<file path="config.mk">
export PLATFORM = sky130hd
export DESIGN_NAME = rvb_dispatch
export DESIGN_NICKNAME = d
export VERILOG_FILES = /design/src/rtl/rvb_dispatch_pkg.sv /design/src/rtl/rvb_tag_fifo.sv /design/src/rtl/rvb_dispatch.sv
export SDC_FILE = /design/constraint.sdc
export NUM_CORES = 1
export LEC_CHECK = 0
export BUFFER_PORTS_ARGS = -buffer_cell sky130_fd_sc_hd__buf_2
export CAP_MARGIN = 0
export CORE_MARGIN = 5
export CORE_UTILIZATION = 30
export DETAILED_ROUTE_END_ITERATION = 7
export MAX_ROUTING_LAYER = met4
export PLACE_DENSITY = 0.61
export SLEW_MARGIN = 20
export SYNTH_ARGS = -nofsm -noshare
export SYNTH_HDL_FRONTEND = slang
export SYNTH_HIERARCHICAL = 1
export SYNTH_SLANG_ARGS = --single-unit
</file>
<file path="constraint.sdc">
create_clock -name clock -period 3.8 [get_ports clock]
set_input_delay 0.19 -clock clock [delete_from_list [all_inputs] [get_ports clock]]
set_output_delay 0.19 -clock clock [all_outputs]
set_load 0.01 [all_outputs]
</file>
<file path="src/rtl/rvb_dispatch_pkg.sv">
// Shared types for the rvb_dispatch issue/writeback wrapper.
// Payload fields are sized for the widest XLEN; narrower builds zero-extend.
package rvb_dispatch_pkg;
  localparam int RVB_RD_W     = 5;
  localparam int RVB_INSN_W   = 32;
  localparam int RVB_XLEN_MAX = 64;

  typedef struct packed {
    logic [RVB_INSN_W-1:0]   insn;
    logic [RVB_XLEN_MAX-1:0] rs1;
    logic [RVB_XLEN_MAX-1:0] rs2;
    logic [RVB_XLEN_MAX-1:0] rs3;
  } rvb_issue_t;

  typedef struct packed {
    logic [RVB_RD_W-1:0]     rd_idx;
    logic [RVB_XLEN_MAX-1:0] data;
  } rvb_wb_t;
endpackage

</file>
<file path="src/rtl/rvb_tag_fifo.sv">
// In-order destination-tag FIFO. Full/empty come from count only; a pop
// while empty is ignored apart from setting the sticky underflow flag.
module rvb_tag_fifo #(
  parameter int W     = 5,
  parameter int DEPTH = 4
) (
  input  logic                       clock,
  input  logic                       resetn,
  input  logic                       push,
  input  logic                       pop,
  input  logic [W-1:0]               din,
  output logic [W-1:0]               head,
  output logic [$clog2(DEPTH):0]     count,
  output logic                       underflow
);
  localparam int PW = $clog2(DEPTH);
  localparam int CW = PW + 1;

  logic [W-1:0]  mem [DEPTH];
  logic [PW-1:0] wr_ptr, rd_ptr;
  logic          empty, full, do_push, do_pop;

  assign empty   = (count == '0);
  assign full    = (count == CW'(DEPTH));
  assign do_push = push && !full;
  assign do_pop  = pop && !empty;
  assign head    = empty ? '0 : mem[rd_ptr];

  always_ff @(posedge clock or negedge resetn) begin
    if (!resetn) begin
      wr_ptr    <= '0;
      rd_ptr    <= '0;
      count     <= '0;
      underflow <= 1'b0;
    end else begin
      if (do_push) wr_ptr <= wr_ptr + 1'b1;
      if (do_pop)  rd_ptr <= rd_ptr + 1'b1;
      case ({do_push, do_pop})
        2'b10:   count <= count + 1'b1;
        2'b01:   count <= count - 1'b1;
        default: count <= count;
      endcase
      if (pop && empty) underflow <= 1'b1;
    end
  end

  always_ff @(posedge clock) begin
    if (do_push) mem[wr_ptr] <= din;
  end
endmodule

</file>
<file path="src/rtl/rvb_dispatch.sv">
// Issue/writeback wrapper around rvb_full: registers operands, tracks rd in order.
// Optional RVB_DISPATCH_X0_DROP_EN: results destined for x0 are consumed silently.
module rvb_dispatch
  import rvb_dispatch_pkg::*;
#(
  parameter int XLEN         = 32,
  parameter int MAX_INFLIGHT = 4
) (
  input  logic                          clock,
  input  logic                          resetn,
  input  logic                          in_valid,
  output logic                          in_ready,
  input  logic [31:0]                   in_insn,
  input  logic [XLEN-1:0]               in_rs1,
  input  logic [XLEN-1:0]               in_rs2,
  input  logic [XLEN-1:0]               in_rs3,
  input  logic [RVB_RD_W-1:0]           in_rd,
  output logic                          core_din_valid,
  input  logic                          core_din_ready,
  output logic [31:0]                   core_din_insn,
  output logic [XLEN-1:0]               core_din_rs1,
  output logic [XLEN-1:0]               core_din_rs2,
  output logic [XLEN-1:0]               core_din_rs3,
  input  logic                          core_dout_valid,
  output logic                          core_dout_ready,
  input  logic [XLEN-1:0]               core_dout_rd,
  output logic                          wb_valid,
  input  logic                          wb_ready,
  output logic [RVB_RD_W-1:0]           wb_rd_idx,
  output logic [XLEN-1:0]               wb_data,
  output logic [$clog2(MAX_INFLIGHT):0] inflight,
  output logic                          err_underflow
);
  localparam int CW = $clog2(MAX_INFLIGHT) + 1;

  rvb_issue_t          iss_q;
  rvb_wb_t             wb_q;
  logic                iv, wb_v;
  logic                accept, core_fire, res_fire, wb_load, drop;
  logic [RVB_RD_W-1:0] head;
  logic [CW-1:0]       count;

  // Full blocks accept even when a pop lands in the same cycle.
  assign in_ready  = (!iv || core_din_ready) && (count != CW'(MAX_INFLIGHT));
  assign accept    = in_valid && in_ready;
  assign core_fire = iv && core_din_ready;

`ifdef RVB_DISPATCH_X0_DROP_EN
  assign drop = (count != '0) && (head == '0);
`else
  assign drop = 1'b0;
`endif

  assign core_dout_ready = drop || !wb_v || wb_ready;
  assign res_fire        = core_dout_valid && core_dout_ready;
  assign wb_load         = res_fire && !drop;

  rvb_tag_fifo #(.W(RVB_RD_W), .DEPTH(MAX_INFLIGHT)) u_tags (
    .clock     (clock),
    .resetn    (resetn),
    .push      (accept),
    .pop       (res_fire),
    .din       (in_rd),
    .head      (head),
    .count     (count),
    .underflow (err_underflow)
  );

  always_ff @(posedge clock or negedge resetn) begin
    if (!resetn) begin
      iv    <= 1'b0;
      iss_q <= '0;
    end else if (accept) begin
      iv    <= 1'b1;
      iss_q <= '{insn: in_insn,
                 rs1:  RVB_XLEN_MAX'(in_rs1),
                 rs2:  RVB_XLEN_MAX'(in_rs2),
                 rs3:  RVB_XLEN_MAX'(in_rs3)};
    end else if (core_fire) begin
      iv    <= 1'b0;
    end
  end

  always_ff @(posedge clock or negedge resetn) begin
    if (!resetn) begin
      wb_v <= 1'b0;
      wb_q <= '0;
    end else if (wb_load) begin
      wb_v <= 1'b1;
      wb_q <= '{rd_idx: head, data: RVB_XLEN_MAX'(core_dout_rd)};
    end else if (wb_ready) begin
      wb_v <= 1'b0;
    end
  end

  assign core_din_valid = iv;
  assign core_din_insn  = iss_q.insn;
  assign core_din_rs1   = iss_q.rs1[XLEN-1:0];
  assign core_din_rs2   = iss_q.rs2[XLEN-1:0];
  assign core_din_rs3   = iss_q.rs3[XLEN-1:0];
  assign wb_valid       = wb_v;
  assign wb_rd_idx      = wb_q.rd_idx;
  assign wb_data        = wb_q.data[XLEN-1:0];
  assign inflight       = count;

  // Zero-extended upper payload bits exist only to share the package types.
  if (XLEN < RVB_XLEN_MAX) begin : g_pad
    logic unused_hi;
    assign unused_hi = ^{iss_q.rs1[RVB_XLEN_MAX-1:XLEN], iss_q.rs2[RVB_XLEN_MAX-1:XLEN],
                         iss_q.rs3[RVB_XLEN_MAX-1:XLEN], wb_q.data[RVB_XLEN_MAX-1:XLEN]};
  end
endmodule
</file>
==> results.json, run 1 <==
{
  "yosysSeqAreaShare": 0.629,
  "syn_nets": 610,
  "wl_per_cell_um": 16.6,
  "grt_pass1_vias": 6297,
  "drtIter0Drc": 142,
  "skew_ps": 13.7,
  "start_util": 0.304,
  "die_w_um": 173,
  "antenna_found_initial": 1,
  "dpl.cell_count": 1093,
  "dpl.hpwl_um": 13900,
  "worstHoldStart": "in_insn[0]",
  "crit_buf_inv": 4,
  "synth-edff-count": 20,
  "vias_per_cell": 4.21,
  "yosysTopAreaCellShare": 0.553,
  "cts_tree": "done",
  "place_ws_ps": 1480,
  "cap_violations": 0,
  "fin_tns_setup_ps": 0,
  "fin_cells": 1292,
  "ctsHoldBuffers": 166,
  "synth_area_um2": 7920,
  "r2r_start": "u_tags/count[2]$_DFFE_PN0P_",
  "rr_endpoint": "u_tags/count[2]$_DFFE_PN0P_",
  "rrSetupSlack_ps": 1480,
  "fill_cells": 2272,
  "drc_errors": 0,
  "root_buffer": "clkbuf_16",
  "ioPinCount": 344,
  "first_pass_iters": 4,
  "p_leak_nw": 5.90,
  "hold_viol": 0,
  "setup_viol": 0,
  "status": "complete, no violations",
  "max_clock_freq_mhz": 431,
  "die_area_um2": 29800,
  "crit_required_ps": 4140,
  "relSlewSlack": 0.302,
  "die_h_um": 173,
  "holdPathStages": 2,
  "synth_top_cell_by_area": "dfrtp_1",
  "cts_sinks": 195,
  "routabilityCongestion": 0.739,
  "cts_buffers": 17,
  "p_total_mw": 8.02,
  "route.vias.total": 5443,
  "syn_avg_cell_area_um2": 18.3,
  "ys.warnings.count": 6,
  "critPathMaxStageDelay_ps": 440,
  "final_area_um2": 12100,
  "layout_setup_ws_ps": 1480,
  "layout.nets": 1120,
  "rsz0062_at_grt": "no",
  "portBuffers": 343,
  "fin_crit_sh": 0.611,
  "grt_use_total": 0.147,
  "ys_ff_latch": 195,
  "crit_top_cell": "inv_1",
  "worst_r2r_path_depth": 12,
  "wl_um": 21400,
  "layout-drive-gt1-share": 0.571,
  "grt_max_degree": 130,
  "syn_to_final_growth_pct": 52.7,
  "worstPathArrival_ps": 2670,
  "critPathSlowestCell": "dfrtp_1",
  "endpoint_kind": "register",
  "cts.clk_slew.worst_paths_ps": 80,
  "post-route-util": 0.464,
  "synth.distinct_cells": 30,
  "cts_htree_levels": 4,
  "timing.final.crit_period_ps": 2320,
  "drv_slew": 0,
  "grt_pass1_wl_um": 34700,
  "worstPathCellList": "or3b_4 -> nand3_4 -> inv_1 -> inv_1 -> a31oi_2 -> inv_1 -> ha_1 -> inv_1 -> fa_1 -> xor2_1 -> nor2_1 -> xor2_1",
  "path_max_fanout": 7,
  "yosys-top-cells-count": "dfrtp_1 (175), mux2_4 (90), mux2_2 (68), edfxtp_1 (20)",
  "clk-insertion-delay-late_ps": 430,
  "synth_most_common_cell": "dfrtp_1",
  "vdd_ir_drop_max_v": 0.000383,
  "crit_type": "register to register",
  "syn_inst": 433,
  "fin_hold_ws_ps": 30.6,
  "synthFlopType": "dfrtp_1",
  "synthArstFlopShare": 0.897,
  "grt_overflow_total": 0,
  "cts_setup_buffers": 0,
  "cp_top_family": "simple AND/OR/NAND/NOR gates",
  "ctsResizeCount": 0,
  "clockBufferDepth": 2,
  "placedInstanceArea_um2": 9830,
  "hold_end": "core_din_insn[0]$_DFFE_PN0P_",
  "powerDensity_nw_per_um2": 663,
  "tightest_slew_ps": 1050,
  "rows": 59,
  "startpoint_type": "register",
  "hold_class": "primary input to register",
  "drtAntennaViolNets": 0,
  "synth_area_leaders": "dfrtp_1 (55%), mux2_4 (17%), mux2_2 (9.7%), edfxtp_1 (7.6%), buf_12 (2.5%)",
  "coreArea_um2": 26100
}
[cells by family after synthesis]
kind of cell	synth area share
buffers and inverters	0.0398
AND/OR/NAND/NOR	0.0180
flip-flops	0.629
adder cells (fa/ha/maj)	0.0104
XOR/XNOR	0.00663
AO/OA/AOI/OAI	0.00253
multiplexers	0.294
[how the worst max path moves through the flow]
stage                                startpoint                           to  slack (ps)  depth (start not counted)
finish              u_tags/count[2]$_DFFE_PN0P_  u_tags/count[2]$_DFFE_PN0P_        1480                         12
global route        u_tags/count[2]$_DFFE_PN0P_  u_tags/count[2]$_DFFE_PN0P_        1300                         12
CTS                 u_tags/count[2]$_DFFE_PN0P_  u_tags/count[2]$_DFFE_PN0P_        1430                         12
detailed placement  u_tags/count[2]$_DFFE_PN0P_  u_tags/count[2]$_DFFE_PN0P_        1480                         12
global placement    u_tags/count[2]$_DFFE_PN0P_  u_tags/count[2]$_DFFE_PN0P_        1530                         12
floorplan           u_tags/count[2]$_DFFE_PN0P_  u_tags/count[2]$_DFFE_PN0P_        1270                         14
[state kept, by name, summed over array words and instances (netlist names)]
name,count
wb_rd_idx,5
core_din_rs3,32
u_tags/mem,20
core_din_rs1,32
core_din_rs2,32
core_din_insn,32
u_tags/count,3
u_tags/rd_ptr,2
u_tags/underflow,1
u_tags/wr_ptr,2
wb_data,32
wb_valid,1
core_din_valid,1
[layout make-up]
cell class,instances,area (um^2),area share
diodes,1,2.50,0.000207
clock inverters,14,170,0.0141
flip-flops and latches,195,4980,0.411
multi-input cells,207,2630,0.217
well taps,335,419,0.0346
inverters,10,37.5,0.00310
clock buffers,18,433,0.0358
repair buffers,512,3430,0.284
[metal layers]
layer / wire length [um] / GRT usage / vias to the layer above
met5: 0 / - / -
met4: 554 / 0.0528 / 0
met3: 1110 / 0.0353 / 33
met2: 11400 / 0.256 / 203
met1: 8390 / 0.165 / 2673
li1: - / - / 2534
[power breakdown]
part           switching (mW)  internal [mW]
combinational            1.28           1.63
clock                   0.889          0.954
sequential              0.425           2.84
total                    2.59           5.43
[worst register-to-register path, cell delays in order, from the launching register on]
cell	delay, ps
dfrtp_1	440
or3b_4	420
nand3_4	100
inv_1	40
inv_1	60
a31oi_2	70
inv_1	100
ha_1	180
inv_1	60
fa_1	370
xor2_1	150
nor2_1	110
xor2_1	160
[placed cells by master (no fill, tap or decap), types with 4 or more instances in the layout]
cell type	instances
inv_6	4
dlygate4sd3_1	166
mux2_1	8
and2_1	9
inv_1	10
mux2_4	90
buf_2	342
mux4_2	5
ha_1	5
dfrtp_1	175
edfxtp_1	20
mux2_2	68
clkbuf_16	17
No activity file was read; power rests on OpenSTA's default activity.
==> run 2: changes to the inputs <==
==> constraint.sdc (replaced) <==
create_clock -name clock -period 2.19 [get_ports clock]
set_input_delay 0.1095 -clock clock [delete_from_list [all_inputs] [get_ports clock]]
set_output_delay 0.1095 -clock clock [all_outputs]
set_load 0.01 [all_outputs]
==> run 2 against run 1 <==
Flip-flop and latch count stayed put. Sequential power grew 72%. Count of clock-buffer cells in the layout unchanged. Setup slack lost 1500 ps. Final cell count is 1.1% higher. Cell area increased by 0.98%. Global-route usage barely moved. Core utilization grew 0.46 points. Die area unchanged. Maximum frequency grew 6.4%. Worst hold slack better by 51 ps. Sequential share of layout area fell by 0.39 points. Largest power group unchanged.
==> results.json, run 2 (synthesis results as in run 1) <==
{
  "status": "complete, no violations",
  "drc_errors": 0,
  "hold_class": "primary input to register",
  "portBuffers": 343,
  "dpl.cell_count": 1105,
  "critPathSlowestCell": "or3b_4",
  "hold_viol": 0,
  "crit_required_ps": 2500,
  "switching_power_mw": 4.44,
  "cts_tree": "done",
  "first_pass_iters": 4,
  "worstPathCellList": "or3b_4 -> nand3_4 -> buf_12 -> buf_4 -> mux2_2",
  "ioPinCount": 344,
  "grt_pass1_vias": 6238,
  "critPathMaxStageDelay_ps": 410,
  "wl_um": 21500,
  "grt_use_total": 0.147,
  "max_clock_freq_mhz": 458,
  "route.vias.total": 5488,
  "start_util": 0.304,
  "antenna_found_initial": 0,
  "fill_cells": 2304,
  "seqPwrFrac": 0.408,
  "power_frac_clock": 0.215,
  "skew_ps": 12.9,
  "vdd_ir_drop_max_v": 0.000572,
  "powerDensity_nw_per_um2": 1130,
  "cts_buffers": 17,
  "die_h_um": 173,
  "endpoint_kind": "register",
  "die_area_um2": 29800,
  "grt_overflow_total": 0,
  "die_w_um": 173,
  "rows": 59,
  "layout-drive-gt1-share": 0.582,
  "internal_power_mw": 9.36,
  "layout_setup_ws_ps": 8.17,
  "layout.nets": 1134,
  "dpl.hpwl_um": 14700,
  "cap_violations": 0,
  "coreArea_um2": 26100,
  "grt_pass1_wl_um": 34400,
  "p_leak_nw": 5.95,
  "fin_tns_setup_ps": 0,
  "startpoint_type": "register",
  "worstPathArrival_ps": 2490,
  "share_comb_of_total_power": 0.378,
  "cts_htree_levels": 4,
  "cts_sinks": 195,
  "final_common_cell": "buf_2",
  "grt_max_degree": 66,
  "wl_per_cell_um": 16.5,
  "layout.area.seq_um2": 4980,
  "clk-insertion-delay-late_ps": 420,
  "drv_slew": 0,
  "routabilityCongestion": 0.785,
  "layout_common_cells": "buf_2 (342), dfrtp_1 (174), dlygate4sd3_1 (167)",
  "relSlewSlack": 0.620,
  "cts.clk_slew.worst_paths_ps": 70,
  "multi_input_area_um2": 2650,
  "clockBufferDepth": 2,
  "rsz0062_at_grt": "no",
  "fin_crit_sh": 0.996,
  "crit_type": "register to register",
  "setup_viol": 0,
  "tightest_slew_ps": 570,
  "sw_frac_of_total": 0.322,
  "root_buffer": "clkbuf_16",
  "drtIter0Drc": 194,
  "timing.final.crit_period_ps": 2180,
  "place_ws_ps": 75.3,
  "syn_to_final_growth_pct": 54.2,
  "vias_per_cell": 4.20,
  "fin_cells": 1306,
  "drtAntennaViolNets": 0,
  "path_max_fanout": 65
}
-- run 2: changes by cell type in the layout (fill, tap and decap cells not counted), sizes merged --
cell	delta
buf	+13
clkinvlp	+2
bufinv	-1
dlygate4sd3	+1
clkinv	-1
-- run 2: layer usage --
| metal | wire length (um) | track usage |
|---|---|---|
| met1 | 8310 | 0.159 |
| met2 | 11600 | 0.262 |
| met3 | 1040 | 0.0371 |
| met4 | 545 | 0.0518 |
| met5 | 0 | - |
-- run 2: worst max-delay path, delay by kind of cell, from the launching register on --
| kind | cells | cell delay, ps |
|---|---|---|
| muxes | 1 | 360 |
| buffers and inverters | 2 | 680 |
| and+or+nand+nor | 2 | 500 |
| DFF | 1 | 380 |
-- run 2: final timing paths --
| kind | slack, ps | cells after the start | from | end |
|---|---|---|---|---|
| min | 80 | 3 | core_din_ready | core_din_valid$_DFFE_PN0P_ |
| min in group asynchronous | 240 | 2 | resetn | core_din_rs3[13]$_DFFE_PN0P_ |
| max | 8 | 5 | u_tags/count[0]$_DFFE_PN0P_ | core_din_rs1[8]$_DFFE_PN0P_ |
| min reg2reg | 480 | 1 | u_tags/underflow$_DFFE_PN0P_ | u_tags/underflow$_DFFE_PN0P_ |
| max reg2reg | 8 | 5 | u_tags/count[0]$_DFFE_PN0P_ | core_din_rs1[8]$_DFFE_PN0P_ |
| max in group asynchronous | 1210 | 3 | resetn | u_tags/count[2]$_DFFE_PN0P_ |
-- run 2: through the flow --
step                 util  hold WS (ps)  instance area [um^2]  total power, mW
detailed placement  0.383           109                  9980             10.7
global route        0.469          94.9                 12200             14.6
floorplan               -          -186                  7940             8.79
CTS                 0.468          74.3                 12200             14.0
global placement    0.383           108                  9980             10.6
finish              0.469          81.7                 12200             13.8
-- run 2: layout make-up --
cell class,instances,area share
Inverter,10,0.00307
Clock buffer,18,0.0351
Clock inverter,14,0.00983
Timing Repair Buffer,526,0.293
Tap cell,335,0.0343
Sequential cell,195,0.408
Antenna cell,1,0.000205
Multi-Input combinational cell,207,0.217
-- run 2: power groups by stage --
stage               combinational [mW]  sequential [mW]  clock, mW
floorplan                         2.60             6.19          0
global placement                  4.94             5.64          0
detailed placement                5.00             5.66          0
CTS                               5.26             5.62       3.10
global route                      5.59             5.79       3.23
finish                            5.21             5.62       2.96
-- run 2: repair_timing --
action,in CTS,in global routing
hold endpoints to repair,230,0
resized for setup,0,1
endpoints found under the setup margin,0,2
hold buffers,167,0
buffers inserted,0,1
==> run 3: changes to the inputs <==
--- a/config.mk
+++ b/config.mk
@@ -9,6 +9,7 @@
 export CAP_MARGIN = 0
 export CORE_MARGIN = 5
 export CORE_UTILIZATION = 30
+export CTS_BUF_LIST = sky130_fd_sc_hd__clkbuf_8 sky130_fd_sc_hd__clkbuf_16
 export DETAILED_ROUTE_END_ITERATION = 7
 export MAX_ROUTING_LAYER = met4
 export PLACE_DENSITY = 0.61
==> run 3 against run 2 <==
Total power about the same. Via count unchanged. Sequential power about the same. Wire length did not move. Non-clock buffer count unchanged. Setup slack gained 1.4 ps. Critical endpoint unchanged. Largest cell class unchanged.
==> results.json, run 3 (synthesis results as in run 1) <==
{
  "portBuffers": 343,
  "worst_r2r_path_depth": 5,
  "cp_top_family": "buffers and inverters",
  "holdPathStages": 3,
  "grt_pass1_wl_um": 34400,
  "setup_viol": 0,
  "skew_ps": 12.9,
  "die_w_um": 173,
  "start_util": 0.304,
  "hold_viol": 0,
  "drv_slew": 0,
  "critPathSlowestCell": "or3b_4",
  "layout-drive-gt1-share": 0.582,
  "grt_use_total": 0.147,
  "coreArea_um2": 26100,
  "layout_common_cells": "buf_2 (342), dfrtp_1 (174), dlygate4sd3_1 (167)",
  "timing.final.crit_period_ps": 2180,
  "die_h_um": 173,
  "startpoint_type": "register",
  "wl_per_cell_um": 16.5,
  "crit_type": "register to register",
  "fill_cells": 2304,
  "crit_buf_inv": 2,
  "die_area_um2": 29800,
  "max_clock_freq_mhz": 459,
  "cap_violations": 0,
  "drtIter0Drc": 199,
  "ioPinCount": 344,
  "route.vias.total": 5488,
  "powerDensity_nw_per_um2": 1130,
  "worstPathArrival_ps": 2490,
  "clk-insertion-delay-late_ps": 420,
  "rsz0062_at_grt": "no",
  "final_area_um2": 12200,
  "tightest_slew_ps": 569,
  "first_pass_iters": 4,
  "crit_required_ps": 2500,
  "vdd_ir_drop_max_v": 0.000572,
  "rows": 59,
  "layout.nets": 1134,
  "dpl.hpwl_um": 14700,
  "worstPathCellList": "or3b_4 -> nand3_4 -> buf_12 -> buf_4 -> mux2_2",
  "worst-path-stages": 5,
  "p_leak_nw": 5.95,
  "routabilityCongestion": 0.785,
  "vias_per_cell": 4.20,
  "placedInstanceArea_um2": 9980,
  "grt_overflow_total": 0,
  "cts_tree": "done",
  "status": "complete, no violations",
  "hold_class": "primary input to register",
  "cts_buffers": 17,
  "place_ws_ps": 75.3,
  "antenna_found_initial": 0,
  "cts_htree_levels": 4,
  "path_max_fanout": 65,
  "fin_crit_sh": 0.996,
  "syn_to_final_growth_pct": 54.2,
  "clockBufferDepth": 2,
  "critPathMaxStageDelay_ps": 410,
  "grt_pass1_vias": 6238,
  "drc_errors": 0,
  "cts_sinks": 195,
  "grt_max_degree": 66,
  "endpoint_kind": "register",
  "cts.clk_slew.worst_paths_ps": 70,
  "layout_setup_ws_ps": 9.58,
  "root_buffer": "clkbuf_16",
  "drtAntennaViolNets": 0,
  "relSlewSlack": 0.621,
  "wl_um": 21500,
  "final_common_cell": "buf_2"
}
-- run 3: cell type report --
class | instances | area, um^2 | area share
Timing Repair Buffer | 526 | 3580 | 0.293
Inverter | 10 | 37.5 | 0.00307
Sequential cell | 195 | 4980 | 0.408
Clock buffer | 17 | 425 | 0.0348
Multi-Input combinational cell | 207 | 2650 | 0.217
Clock inverter | 15 | 124 | 0.0101
Tap cell | 335 | 419 | 0.0343
Antenna cell | 1 | 2.50 | 0.000205
-- run 3: per-layer routing --
metal	GRT usage	routed length, um	vias to the layer above
met5	-	0	-
met4	0.0518	545	0
met3	0.0371	1040	31
met2	0.262	11600	169
met1	0.159	8310	2726
li1	-	-	2562
-- run 3: repair_timing --
item / in CTS / in global routing
setup endpoints to repair: 0 / 2
endpoints found under the hold margin: 230 / 0
buffers inserted: 0 / 1
resized for setup: 0 / 1
hold buffers: 167 / 0
-- run 3: worst min-delay path, stage by stage --
cell	delay, ps
buf_2	70
nand2b_1	200
nand2_1	70
-- run 3: worst paths after layout --
path / start / end / slack (ps)
worst max register to register: u_tags/count[0]$_DFFE_PN0P_ / core_din_rs1[8]$_DFFE_PN0P_ / 10
min in group asynchronous: resetn / core_din_rs3[13]$_DFFE_PN0P_ / 240
worst min-delay path: core_din_ready / core_din_valid$_DFFE_PN0P_ / 80
worst max-delay path: u_tags/count[0]$_DFFE_PN0P_ / core_din_rs1[8]$_DFFE_PN0P_ / 10
worst min register to register: u_tags/underflow$_DFFE_PN0P_ / u_tags/underflow$_DFFE_PN0P_ / 480
max in group asynchronous: resetn / u_tags/count[2]$_DFFE_PN0P_ / 1210
-- run 3: power breakdown --
group	internal, mW	switching [mW]
Clock	1.49	1.47
Sequential	4.93	0.693
Combinational	2.93	2.28
Total	9.36	4.44
-- run 3: metrics by stage --
step / utilization / cells / hold slack, ps / power, mW / TNS [ps]
CTS: 0.468 / 1304 / 74.3 / 14.0 / 0
finish: 0.469 / 1306 / 81.7 / 13.8 / 0
global route: 0.469 / 1305 / 94.9 / 14.6 / 0
global placement: 0.383 / 1105 / 108 / 10.6 / 0
floorplan: - / 433 / -186 / 8.79 / -432
detailed placement: 0.383 / 1105 / 109 / 10.7 / 0
